==> config.mk <==
export PLATFORM = sky130hd
export DESIGN_NAME = button_reader
export DESIGN_NICKNAME = d
export VERILOG_FILES = /design/src/rtl/button_reader_pkg.sv /design/src/rtl/button_reader_sync_2ff.sv /design/src/rtl/button_reader.sv
export SDC_FILE = /design/constraint.sdc
export NUM_CORES = 1
export LEC_CHECK = 0
export CORE_MARGIN = 2
export CORE_UTILIZATION = 46
export DETAILED_ROUTE_END_ITERATION = 6
export PLACE_DENSITY = 0.81
export SYNTH_ARGS = -nofsm -noshare
export SYNTH_HDL_FRONTEND = slang
export SYNTH_SLANG_ARGS = --single-unit
export TNS_END_PERCENT = 20
==> constraint.sdc <==
create_clock -name clk_in1 -period 1.4 [get_ports clk_in1]
set_clock_uncertainty 0.05 [all_clocks]
set_input_delay 0.28 -clock clk_in1 [delete_from_list [all_inputs] [get_ports clk_in1]]
set_output_delay 0.28 -clock clk_in1 [all_outputs]
set_load 0.01 [all_outputs]
==> src/rtl/button_reader_pkg.sv <==
// Shared definitions for the pushbutton reader: FSM encoding, default timing
// constants and a counter-width helper.
package button_reader_pkg;

    typedef enum logic [1:0] {
        IDLE         = 2'd0,
        PRESS_WAIT   = 2'd1,
        PRESSED      = 2'd2,
        RELEASE_WAIT = 2'd3
    } state_t;

    localparam int DEB_CYC_DEF  = 16;
    localparam int LONG_CYC_DEF = 256;

    // Bits needed for a counter that must be able to hold max_val itself.
    function automatic int cnt_width(input int max_val);
        return (max_val < 2) ? 1 : $clog2(max_val + 1);
    endfunction

endpackage

==> src/rtl/button_reader_sync_2ff.sv <==
// Two-flop synchroniser for a single asynchronous pin input, reset to 0.
module sync_2ff (
    input  logic clk_i,
    input  logic rst_i,
    input  logic d_i,
    output logic q_o
);

    logic meta_q;
    logic sync_q;

    always_ff @(posedge clk_i or posedge rst_i) begin
        if (rst_i) begin
            meta_q <= 1'b0;
            sync_q <= 1'b0;
        end else begin
            meta_q <= d_i;
            sync_q <= meta_q;
        end
    end

    assign q_o = sync_q;

endmodule

==> src/rtl/button_reader.sv <==
// Synchronises and debounces a raw pushbutton into level, press/release/long
// pulses and a wrapping press counter. Long press: BUTTON_READER_LONG_PRESS_EN.
module button_reader
    import button_reader_pkg::*;
#(
    parameter int DEB_CYC  = DEB_CYC_DEF,
    parameter int LONG_CYC = LONG_CYC_DEF,
    parameter int CNT_W    = 8
) (
    input  logic             clk_in1,
    input  logic             rst_in1,
    input  logic             btn_in1,
    output logic             level_out1,
    output logic             press_out1,
    output logic             release_out1,
    output logic             long_out1,
    output logic [CNT_W-1:0] count_out1
);

    localparam int DEB_W = cnt_width(DEB_CYC);
    localparam logic [DEB_W-1:0] DEB_LAST = DEB_W'(DEB_CYC - 1);

    logic             sync;
    state_t           state_q;
    logic [DEB_W-1:0] deb_cnt_q;
    logic [DEB_W-1:0] deb_cnt_d;
    logic             level_q;
    logic             press_q;
    logic             release_q;
    logic [CNT_W-1:0] count_q;
    logic [CNT_W-1:0] count_d;

    sync_2ff u_sync (
        .clk_i (clk_in1),
        .rst_i (rst_in1),
        .d_i   (btn_in1),
        .q_o   (sync)
    );

    assign deb_cnt_d = deb_cnt_q + DEB_W'(1);
    assign count_d   = count_q + CNT_W'(1);

    // A bounce back during a wait state returns to the old stable state silently.
    always_ff @(posedge clk_in1 or posedge rst_in1) begin
        if (rst_in1) begin
            state_q   <= IDLE;
            deb_cnt_q <= '0;
            level_q   <= 1'b0;
            press_q   <= 1'b0;
            release_q <= 1'b0;
            count_q   <= '0;
        end else begin
            press_q   <= 1'b0;
            release_q <= 1'b0;
            case (state_q)
                IDLE: begin
                    if (sync) begin
                        state_q   <= PRESS_WAIT;
                        deb_cnt_q <= DEB_W'(1);
                    end
                end
                PRESS_WAIT: begin
                    if (!sync) begin
                        state_q   <= IDLE;
                        deb_cnt_q <= '0;
                    end else if (deb_cnt_q == DEB_LAST) begin
                        state_q   <= PRESSED;
                        deb_cnt_q <= '0;
                        press_q   <= 1'b1;
                        level_q   <= 1'b1;
                        count_q   <= count_d;
                    end else begin
                        deb_cnt_q <= deb_cnt_d;
                    end
                end
                PRESSED: begin
                    if (!sync) begin
                        state_q   <= RELEASE_WAIT;
                        deb_cnt_q <= DEB_W'(1);
                    end
                end
                RELEASE_WAIT: begin
                    if (sync) begin
                        state_q   <= PRESSED;
                        deb_cnt_q <= '0;
                    end else if (deb_cnt_q == DEB_LAST) begin
                        state_q   <= IDLE;
                        deb_cnt_q <= '0;
                        release_q <= 1'b1;
                        level_q   <= 1'b0;
                    end else begin
                        deb_cnt_q <= deb_cnt_d;
                    end
                end
                default: begin
                    state_q   <= IDLE;
                    deb_cnt_q <= '0;
                end
            endcase
        end
    end

`ifdef BUTTON_READER_LONG_PRESS_EN
    localparam int LONG_W = cnt_width(LONG_CYC);
    localparam logic [LONG_W-1:0] LONG_LAST = LONG_W'(LONG_CYC - 1);
    localparam logic [LONG_W-1:0] LONG_MAX  = LONG_W'(LONG_CYC);

    logic [LONG_W-1:0] long_cnt_q;
    logic [LONG_W-1:0] long_cnt_d;
    logic              long_q;

    assign long_cnt_d = long_cnt_q + LONG_W'(1);

    // Saturating at LONG_CYC is what keeps the pulse from repeating.
    always_ff @(posedge clk_in1 or posedge rst_in1) begin
        if (rst_in1) begin
            long_cnt_q <= '0;
            long_q     <= 1'b0;
        end else begin
            long_q <= 1'b0;
            if (state_q == PRESSED && sync) begin
                if (long_cnt_q == LONG_LAST) begin
                    long_q     <= 1'b1;
                    long_cnt_q <= LONG_MAX;
                end else if (long_cnt_q != LONG_MAX) begin
                    long_cnt_q <= long_cnt_d;
                end
            end else if (state_q == RELEASE_WAIT && !sync && deb_cnt_q == DEB_LAST) begin
                long_cnt_q <= '0;
            end
        end
    end

    assign long_out1 = long_q;
`else
    assign long_out1 = 1'b0;
`endif

    assign level_out1   = level_q;
    assign press_out1   = press_q;
    assign release_out1 = release_q;
    assign count_out1   = count_q;

endmodule

==> results.cfg, run 1 <==
[cts]
cts-root-buf = clkbuf_4
cts_sinks = 20
htree_levels = 1
hold_buffers = 0
clockBufferDepth = 2
cts.reportedPaths.clkPinSlew_ns = 0.11
cts_tree = done
worstSkewPairLatency_ns = 0.30
numCtsBuffers = 3

[finish]
drive_gt1_frac = 0.282
num_antenna_cells = 0
area_growth_pct = 36.8
utilization = 0.662
num-nets-final = 116

[logic_synthesis]
synth_area_sq_um = 940
async_reset_ff_frac = 1.00
synth_most_common_cell = dfrtp_1
synth.avg_cell_area_sq_um = 11.7
synthTopCellsByArea = dfrtp_1 (53%), xor2_1 (8.4%), nor4_2 (4.0%)
synth_commonest_cells = dfrtp_1 (20), xor2_1 (9), nand3_1 (6), inv_1 (5), nand2_1 (5)
synth-seq-cells = 20
synth-edff-count = 0
ys_types = 31
ys_seq_area_frac = 0.533
synthFlopType = dfrtp_1
yosys.area.top_type = dfrtp_1
syn_inst = 80
syn_nets = 85
yosys_warnings = 0
yosysTopAreaCellShare = 0.533

[die]
die_h_um = 49.2
dieArea_sq_um = 2420
core_sq_um = 1940
die_x_um = 49.2
pin_count = 15
num_rows = 16
start_util = 0.484

[status]
status = finished, violations left
violations = negative setup slack

[power]
netSwitchingFraction = 0.238
clkPwrFrac = 0.325
p_leak_nw = 0.748
comb_power_share = 0.094
p_int_uw = 798
p_sw_uw = 250
p_seq_frac = 0.582
p_per_area_nw_per_um2 = 816
ir_drop_v = 0.000673

[sta]
period_needed_ns = 1.46
hold_viol_final = 0
whs_ns = 0.229
min_period_over_period = 1.04
slew_viol_final = 0
report.final.setup_viol = 6
rsz0062_at_grt = true
worst_slack_ns = -0.0601
fmax_mhz = 685
setup_tns_ns = -0.131

[routing]
vias = 707
drtPass1Iterations = 4
final_antenna_net_count = 0
viasPerCell = 5.16
drc = 0
wl_per_cell_um = 14.0
finalWirelength_um = 1920
initialDrtViolationCount = 13

[placed_design]
place_congestion = 0.813
place_ws_ns = -0.0696
io_buffers = 13
place_hpwl_um = 1200

[worst_setup_path]
critPathCaptureType = register
required_ns = 1.55
worstSetupPathType = register to register
arrival_ns = 1.61
cp-startpoint = deb_cnt_q[0]
reg2reg_depth = 4
crit_fanout = 5
rr_startpoint = deb_cnt_q[0]
worst_setup_path_start_kind = register

[global_route]
grt_pass1_wl_um = 2900
grt_use_total = 0.161
grt_max_degree = 21
grt_pass1_vias = 654
grt.overflow.total = 0
antenna_found_initial = 0

[flow_run]
maxCapViolations = 0

[worst_hold_path]
hp-class = input pin to asynchronous set/reset pin
-- cell type report --
class	count	area (sq um)
repair buffers	29	236
fillers	160	657
inverters	5	18.8
flip-flops and latches	20	502
well taps	27	33.8
multi-input cells	52	458
clock buffers	4	36.3
-- registers in the layout (all words and copies together) (netlist names), named ones only --
name / flops
count_out1: 8
deb_cnt_q: 5
level_out1: 1
press_out1: 1
release_out1: 1
state_q: 1
u_sync.meta_q: 1
u_sync.q_o: 1
-- final timing paths --
kind | end | slack, ns
min in group clk_in1 | u_sync.q_o | 0.31
setup reg to reg | count_out1[1] | -0.06
max in group asynchronous | count_out1[0] | 0.84
hold reg to reg | u_sync.q_o | 0.31
hold / removal | count_out1[5] | 0.23
setup / recovery | count_out1[1] | -0.06
-- cells in the final DEF (no fill, tap or decap) --
master / netlist / layout
ha_4: 0 / 1
dlygate4sd2_1: 0 / 11
a311oi_1: 1 / 1
nor2_4: 1 / 1
a21boi_0: 1 / 1
nand4b_4: 1 / 2
a21oi_1: 2 / 2
xnor2_1: 1 / 1
nor3_2: 0 / 1
xor2_1: 9 / 9
conb_1: 1 / 1
o211ai_1: 1 / 1
nor3_1: 3 / 2
nand2_1: 5 / 5
clkdlybuf4s50_1: 0 / 2
inv_1: 5 / 5
o2bb2ai_1: 1 / 1
nor3b_1: 1 / 1
nor4_4: 0 / 2
nor4_2: 3 / 1
nand4b_2: 1 / 1
clkbuf_8: 0 / 1
clkbuf_4: 1 / 3
nand3_1: 6 / 6
mux2_4: 0 / 1
nand3b_1: 1 / 1
ha_1: 2 / 1
and4b_1: 1 / 1
o21ai_0: 2 / 2
o22ai_1: 1 / 1
buf_4: 1 / 16
o21a_1: 1 / 1
dfrtp_1: 20 / 19
dfrtp_2: 0 / 1
nand4b_1: 1 / 1
nor2_1: 2 / 2
a211o_1: 1 / 1
-- cell families after synthesis --
logic type               Yosys count  synth area share
adder cells (fa/ha/maj)            2            0.0266
AO/OA/AOI/OAI                     11            0.0799
other                              1           0.00399
XOR/XNOR                          10            0.0932
multiplexers                       1            0.0120
buffers and inverters              9            0.0466
flip-flops                        20             0.533
AND/OR/NAND/NOR                   26             0.205
-- power by group through the flow --
stage               registers [mW]  logic, mW  clock network [mW]
floorplan                    0.614     0.0602                   0
global placement             0.618     0.0776                   0
detailed placement           0.620     0.0819                   0
CTS                          0.609     0.0825               0.344
global route                 0.612      0.110               0.377
finish                       0.610     0.0981               0.340
-- critical path: stages, from the launching register on --
cell	delay [ns]
dfrtp_1	0.41
ha_4	0.19
nand4b_4	0.19
nor2_4	0.20
mux2_4	0.32
-- routing by layer --
layer  up-vias  track usage  routed length, um
li1        339            -                  -
met1       340        0.192                808
met2        22        0.270                986
met3         6       0.0368                 79
met4         0       0.0857                 50
met5         -            0                  0
-- what timing repair did --
item                                    CTS  global route
buffers inserted                          6             3
gates resized for setup                  12             5
endpoints found under the setup margin   15            12
pin swaps                                 0             5
gates cloned                              0             1
-- stage by stage --
step	power (mW)	instance area (sq um)	std cells
3_3_place_gp	0.696	1140	123
2_1_floorplan	0.674	952	80
5_1_grt	1.10	1280	137
3_5_place_dp	0.702	1140	123
6_report	1.05	1280	137
4_1_cts	1.03	1210	133
(Power assumes the default switching activity.)
==> run 2: changes to the inputs <==
--- a/config.mk
+++ b/config.mk
@@ -6,9 +6,9 @@
 export NUM_CORES = 1
 export LEC_CHECK = 0
 export CORE_MARGIN = 2
-export CORE_UTILIZATION = 46
+export CORE_UTILIZATION = 40
 export DETAILED_ROUTE_END_ITERATION = 6
-export PLACE_DENSITY = 0.81
+export PLACE_DENSITY = 0.73
 export SYNTH_ARGS = -nofsm -noshare
 export SYNTH_HDL_FRONTEND = slang
 export SYNTH_SLANG_ARGS = --single-unit
==> run 2 against run 1 <==
The flow still finishes with violations (negative setup slack). Non-clock buffer count is 5 lower. Via count is 3.0% lower. Core utilization is 9.0 points lower. Die area is 14% higher. Sequential share of layout area is 0.56 points higher. Sequential power hardly changed. Global-route usage is 1.3 points lower. Combinational power is 14% lower. Hold slack better by 0.011 ns. Maximum frequency is 1.7% higher. Setup slack better by 0.024 ns. Flip-flop and latch count stayed put. Critical path type unchanged. Critical endpoint unchanged. Largest power group unchanged.
==> results.cfg, run 2 (same netlist as run 1, synthesis figures left out) <==
[die]
pin_count = 15
num_rows = 17
die_x_um = 52.5
dieArea_sq_um = 2750
core_sq_um = 2210
start_util = 0.425
die_h_um = 52.5

[worst_setup_path]
slowest_delay_ns = 0.41
worstSetupPathType = register to register
r2r_slack_ns = -0.04
required_ns = 1.54
crit_buf_inv = 1
critPathCaptureType = register
slowest_stage = dfrtp_1
crit_fanout = 5
path_cells = ha_4 > nand4b_4 > buf_12 > nor2_4 > mux2_1
arrival_ns = 1.58
worst_setup_path_start_kind = register
crit_family = flip-flops

[global_route]
grt_pass1_vias = 674
antenna_found_initial = 0
grt.overflow.total = 0
grt_use_total = 0.148
grt_max_degree = 21
grt_pass1_wl_um = 2960

[finish]
final_cell_count_no_fill = 132
num-nets-final = 110
largest_register_ffs = 8
layout_commonest_cell = dfrtp_1
area_growth_pct = 34.5
drive_gt1_frac = 0.240
num_antenna_cells = 0
postLayoutCellArea_sq_um = 1260
final_cell_mix = dfrtp_1 (20), xor2_1 (9), dlygate4sd2_1 (9)

[cts]
clockBufferDepth = 2
cts.reportedPaths.clkPinSlew_ns = 0.11
numCtsBuffers = 3
htree_levels = 1
cts_sinks = 20
worstSkewPairLatency_ns = 0.30
cts-root-buf = clkbuf_4
cts_tree = done

[sta]
whs_ns = 0.240
rsz0062_at_grt = true
report.final.setup_viol = 3
period_needed_ns = 1.44
fmax_mhz = 696
hold_viol_final = 0
min_period_over_period = 1.03
slew_viol_final = 0
worst_slack_ns = -0.0364

[routing]
initialDrtViolationCount = 13
finalWirelength_um = 1760
viasPerCell = 5.20
wl_per_cell_um = 13.3
drtPass1Iterations = 4
vias = 686
drc = 0
final_antenna_net_count = 0

[power]
comb_power_share = 0.082
p_seq_frac = 0.595
p_sw_uw = 236
p_leak_nw = 0.711
p_int_uw = 788
netSwitchingFraction = 0.231
p_total_mw = 1.02
ir_drop_v = 0.000613
clkPwrFrac = 0.323
p_per_area_nw_per_um2 = 810

[status]
violations = negative setup slack
status = finished, violations left

[worst_hold_path]
hp-class = input pin to asynchronous set/reset pin

[placed_design]
placed_cell_area_sq_um = 1140
dp.cells = 123
place_ws_ns = -0.0348
place_congestion = 0.789
place_hpwl_um = 1170
io_buffers = 13

[flow_run]
maxCapViolations = 0
==> run 2: changes by cell type in the layout (fill, tap and decap cells not counted), sizes merged <==
cell           change
dlygate4sd2        -2
buf                -5
nand4b             -1
clkdlybuf4s15      +2
==> run 2: routing by layer <==
metal | track usage | share of wire
met4 | 0.0385 | 0.0080
met2 | 0.258 | 0.55
met5 | 0 | 0
met1 | 0.172 | 0.39
met3 | 0.0514 | 0.056
==> run 2: what timing repair did <==
action | in CTS | in global routing
hold buffers | 0 | 0
buffers inserted | 2 | 3
endpoints found under the setup margin | 17 | 15
resized for setup | 11 | 12
pin swaps | 1 | 2
==> run 2: worst paths after layout <==
path,endpoint,from,cells after the start
max in group asynchronous,level_out1,rst_in1,3
worst min-delay path,count_out1[3],rst_in1,3
worst max register to register,count_out1[1],deb_cnt_q[1],5
min in group clk_in1,u_sync.q_o,u_sync.meta_q,0
worst min register to register,u_sync.q_o,u_sync.meta_q,0
worst max-delay path,count_out1[1],deb_cnt_q[1],5
==> run 2: power by group through the flow <==
stage	combinational (mW)	clock, mW	sequential (mW)
floorplan	0.0602	0	0.614
global placement	0.0783	0	0.618
detailed placement	0.0833	0	0.619
CTS	0.0835	0.347	0.608
global route	0.0955	0.375	0.611
finish	0.0839	0.331	0.609
==> run 2: tightest hold or removal path: stages <==
cell	delay (ns)
clkdlybuf4s50_1	0.39
inv_1	0.05
buf_4	0.26
==> run 2: layout make-up <==
cell class | instances | area [sq um]
fill | 192 | 948
timing repair buffer | 24 | 215
inverter | 5 | 18.8
clock buffer | 4 | 36.3
tap | 28 | 35.0
sequential | 20 | 500
multi-input combinational | 51 | 458
==> run 2: metrics by stage <==
step | setup TNS [ns] | util
after floorplan | 0 | -
after CTS | -0.0639 | 0.531
after detailed placement | -0.0721 | 0.514
after global routing | -0.853 | 0.571
after global placement | 0 | 0.514
final | -0.0915 | 0.571
==> run 3: changes to the inputs <==
--- a/config.mk
+++ b/config.mk
@@ -9,7 +9,8 @@
 export CORE_UTILIZATION = 40
 export DETAILED_ROUTE_END_ITERATION = 6
 export PLACE_DENSITY = 0.73
+export SLEW_MARGIN = 20
 export SYNTH_ARGS = -nofsm -noshare
 export SYNTH_HDL_FRONTEND = slang
 export SYNTH_SLANG_ARGS = --single-unit
-export TNS_END_PERCENT = 20
+export TNS_END_PERCENT = 10
==> run 3 against run 2 <==
The flow still finishes with violations (negative setup slack). Critical path type unchanged. Combinational power about the same. Flip-flop and latch count unchanged. Hold slack barely moved. Critical endpoint unchanged. Setup slack lost 0.0030 ns. First-iteration DRC count unchanged. Core utilization shrank 0.28 points. Clock power about the same. Total power about the same. Largest power group unchanged. Maximum frequency down 0.21%.
==> results.cfg, run 3 (same netlist as run 1, synthesis figures left out) <==
[worst_setup_path]
slowest_stage = dfrtp_1
required_ns = 1.54
worst_setup_path_start_kind = register
arrival_ns = 1.58
critPathCaptureType = register
crit_fanout = 5
path_cells = ha_4 > nand4b_4 > buf_12 > nor2_4 > mux2_1
worstSetupPathType = register to register
slowest_delay_ns = 0.42
crit_buf_inv = 1
crit_family = flip-flops

[routing]
drtPass1Iterations = 4
final_antenna_net_count = 0
viasPerCell = 5.24
vias = 686
finalWirelength_um = 1730
initialDrtViolationCount = 13
wl_per_cell_um = 13.2
drc = 0

[cts]
clockBufferDepth = 2
worstSkewPairLatency_ns = 0.30
cts_tree = done
cts-root-buf = clkbuf_4
htree_levels = 1
numCtsBuffers = 3
cts_sinks = 20
cts.reportedPaths.clkPinSlew_ns = 0.11

[power]
comb_power_share = 0.082
p_total_mw = 1.02
p_int_uw = 788
p_seq_frac = 0.594
p_leak_nw = 0.702
p_per_area_nw_per_um2 = 815
ir_drop_v = 0.000613
netSwitchingFraction = 0.231
p_sw_uw = 237
clkPwrFrac = 0.324

[worst_hold_path]
hp-class = input pin to asynchronous set/reset pin

[status]
status = finished, violations left
violations = negative setup slack

[global_route]
grt_max_degree = 21
antenna_found_initial = 0
grt_pass1_vias = 667
grt_pass1_wl_um = 2930
grt.overflow.total = 0
grt_use_total = 0.146

[die]
die_h_um = 52.5
dieArea_sq_um = 2750
core_sq_um = 2210
pin_count = 15
num_rows = 17
die_x_um = 52.5
start_util = 0.425

[sta]
period_needed_ns = 1.44
min_period_over_period = 1.03
worst_slack_ns = -0.0393
hold_viol_final = 0
report.final.setup_viol = 3
rsz0062_at_grt = true
fmax_mhz = 695
slew_viol_final = 0

[finish]
drive_gt1_frac = 0.233
num_antenna_cells = 0
final_cell_mix = dfrtp_1 (20), xor2_1 (9), dlygate4sd2_1 (8)
area_growth_pct = 33.8
num-nets-final = 109
layout_commonest_cell = dfrtp_1
largest_register_ffs = 8
utilization = 0.568

[flow_run]
maxCapViolations = 0

[placed_design]
place_congestion = 0.789
io_buffers = 13
place_hpwl_um = 1170
[run 3: cell types whose count changed in the layout (fill, tap and decap cells not counted)]
| cell | before | now |
|---|---|---|
| buf_4 | 8 | 7 |
| clkdlybuf4s15_1 | 2 | 3 |
| dlygate4sd2_1 | 9 | 8 |
[run 3: final cells by class]
cell class | count | area [sq um]
fillers | 192 | 955
flip-flops and latches | 20 | 500
multi-input cells | 51 | 458
repair buffers | 23 | 209
clock buffers | 4 | 36.3
well taps | 28 | 35.0
inverters | 5 | 18.8
[run 3: final timing paths]
| kind | slack, ns | cells after the start | startpoint | endpoint |
|---|---|---|---|---|
| max | -0.04 | 5 | deb_cnt_q[1] | count_out1[1] |
| min | 0.24 | 3 | rst_in1 | count_out1[2] |
| max reg2reg | -0.04 | 5 | deb_cnt_q[1] | count_out1[1] |
| min reg2reg | 0.31 | 0 | u_sync.meta_q | u_sync.q_o |
| max in group asynchronous | 0.85 | 3 | rst_in1 | level_out1 |
| min in group clk_in1 | 0.31 | 0 | u_sync.meta_q | u_sync.q_o |
[run 3: what timing repair did]
action / in CTS / in global routing
gates cloned: 0 / 0
buffers inserted: 1 / 3
endpoints found under the setup margin: 17 / 16
pin swaps: 1 / 2
gates resized for setup: 11 / 13
hold buffers: 0 / 0
[run 3: per-layer routing]
layer / vias to the layer above / track usage / wire, um
li1: 325 / - / -
met1: 331 / 0.172 / 663
met2: 26 / 0.252 / 945
met3: 4 / 0.0514 / 104
met4: 0 / 0.0385 / 19
met5: - / 0 / 0
[run 3: power groups by stage]
| stage | sequential (mW) | clock [mW] | combinational, mW |
|---|---|---|---|
| floorplan | 0.614 | 0 | 0.0602 |
| finish | 0.609 | 0.332 | 0.0841 |
| CTS | 0.608 | 0.347 | 0.0835 |
| global route | 0.611 | 0.375 | 0.0955 |
| detailed placement | 0.619 | 0 | 0.0833 |
| global placement | 0.618 | 0 | 0.0783 |
[run 3: metrics by stage]
step	cell area, sq um	hold WS, ns	cells	worst slack, ns	TNS [ns]
after CTS	1170	0.241	128	-0.0340	-0.0639
after detailed placement	1140	0.287	123	-0.0348	-0.0721
after global routing	1260	0.271	131	-0.112	-0.853
after global placement	1140	0.284	123	0.00278	0
final	1260	0.240	131	-0.0393	-0.0999
after floorplan	952	0.194	80	0.0270	0
[run 3: worst reg2reg max path: cells and delay by family, from the launching register on]
kind | cells | cell delay [ns]
DFF | 1 | 0.42
muxes | 1 | 0.32
and+or+nand+nor | 2 | 0.21
adders and majority gates | 1 | 0.19
buffers and inverters | 1 | 0.16
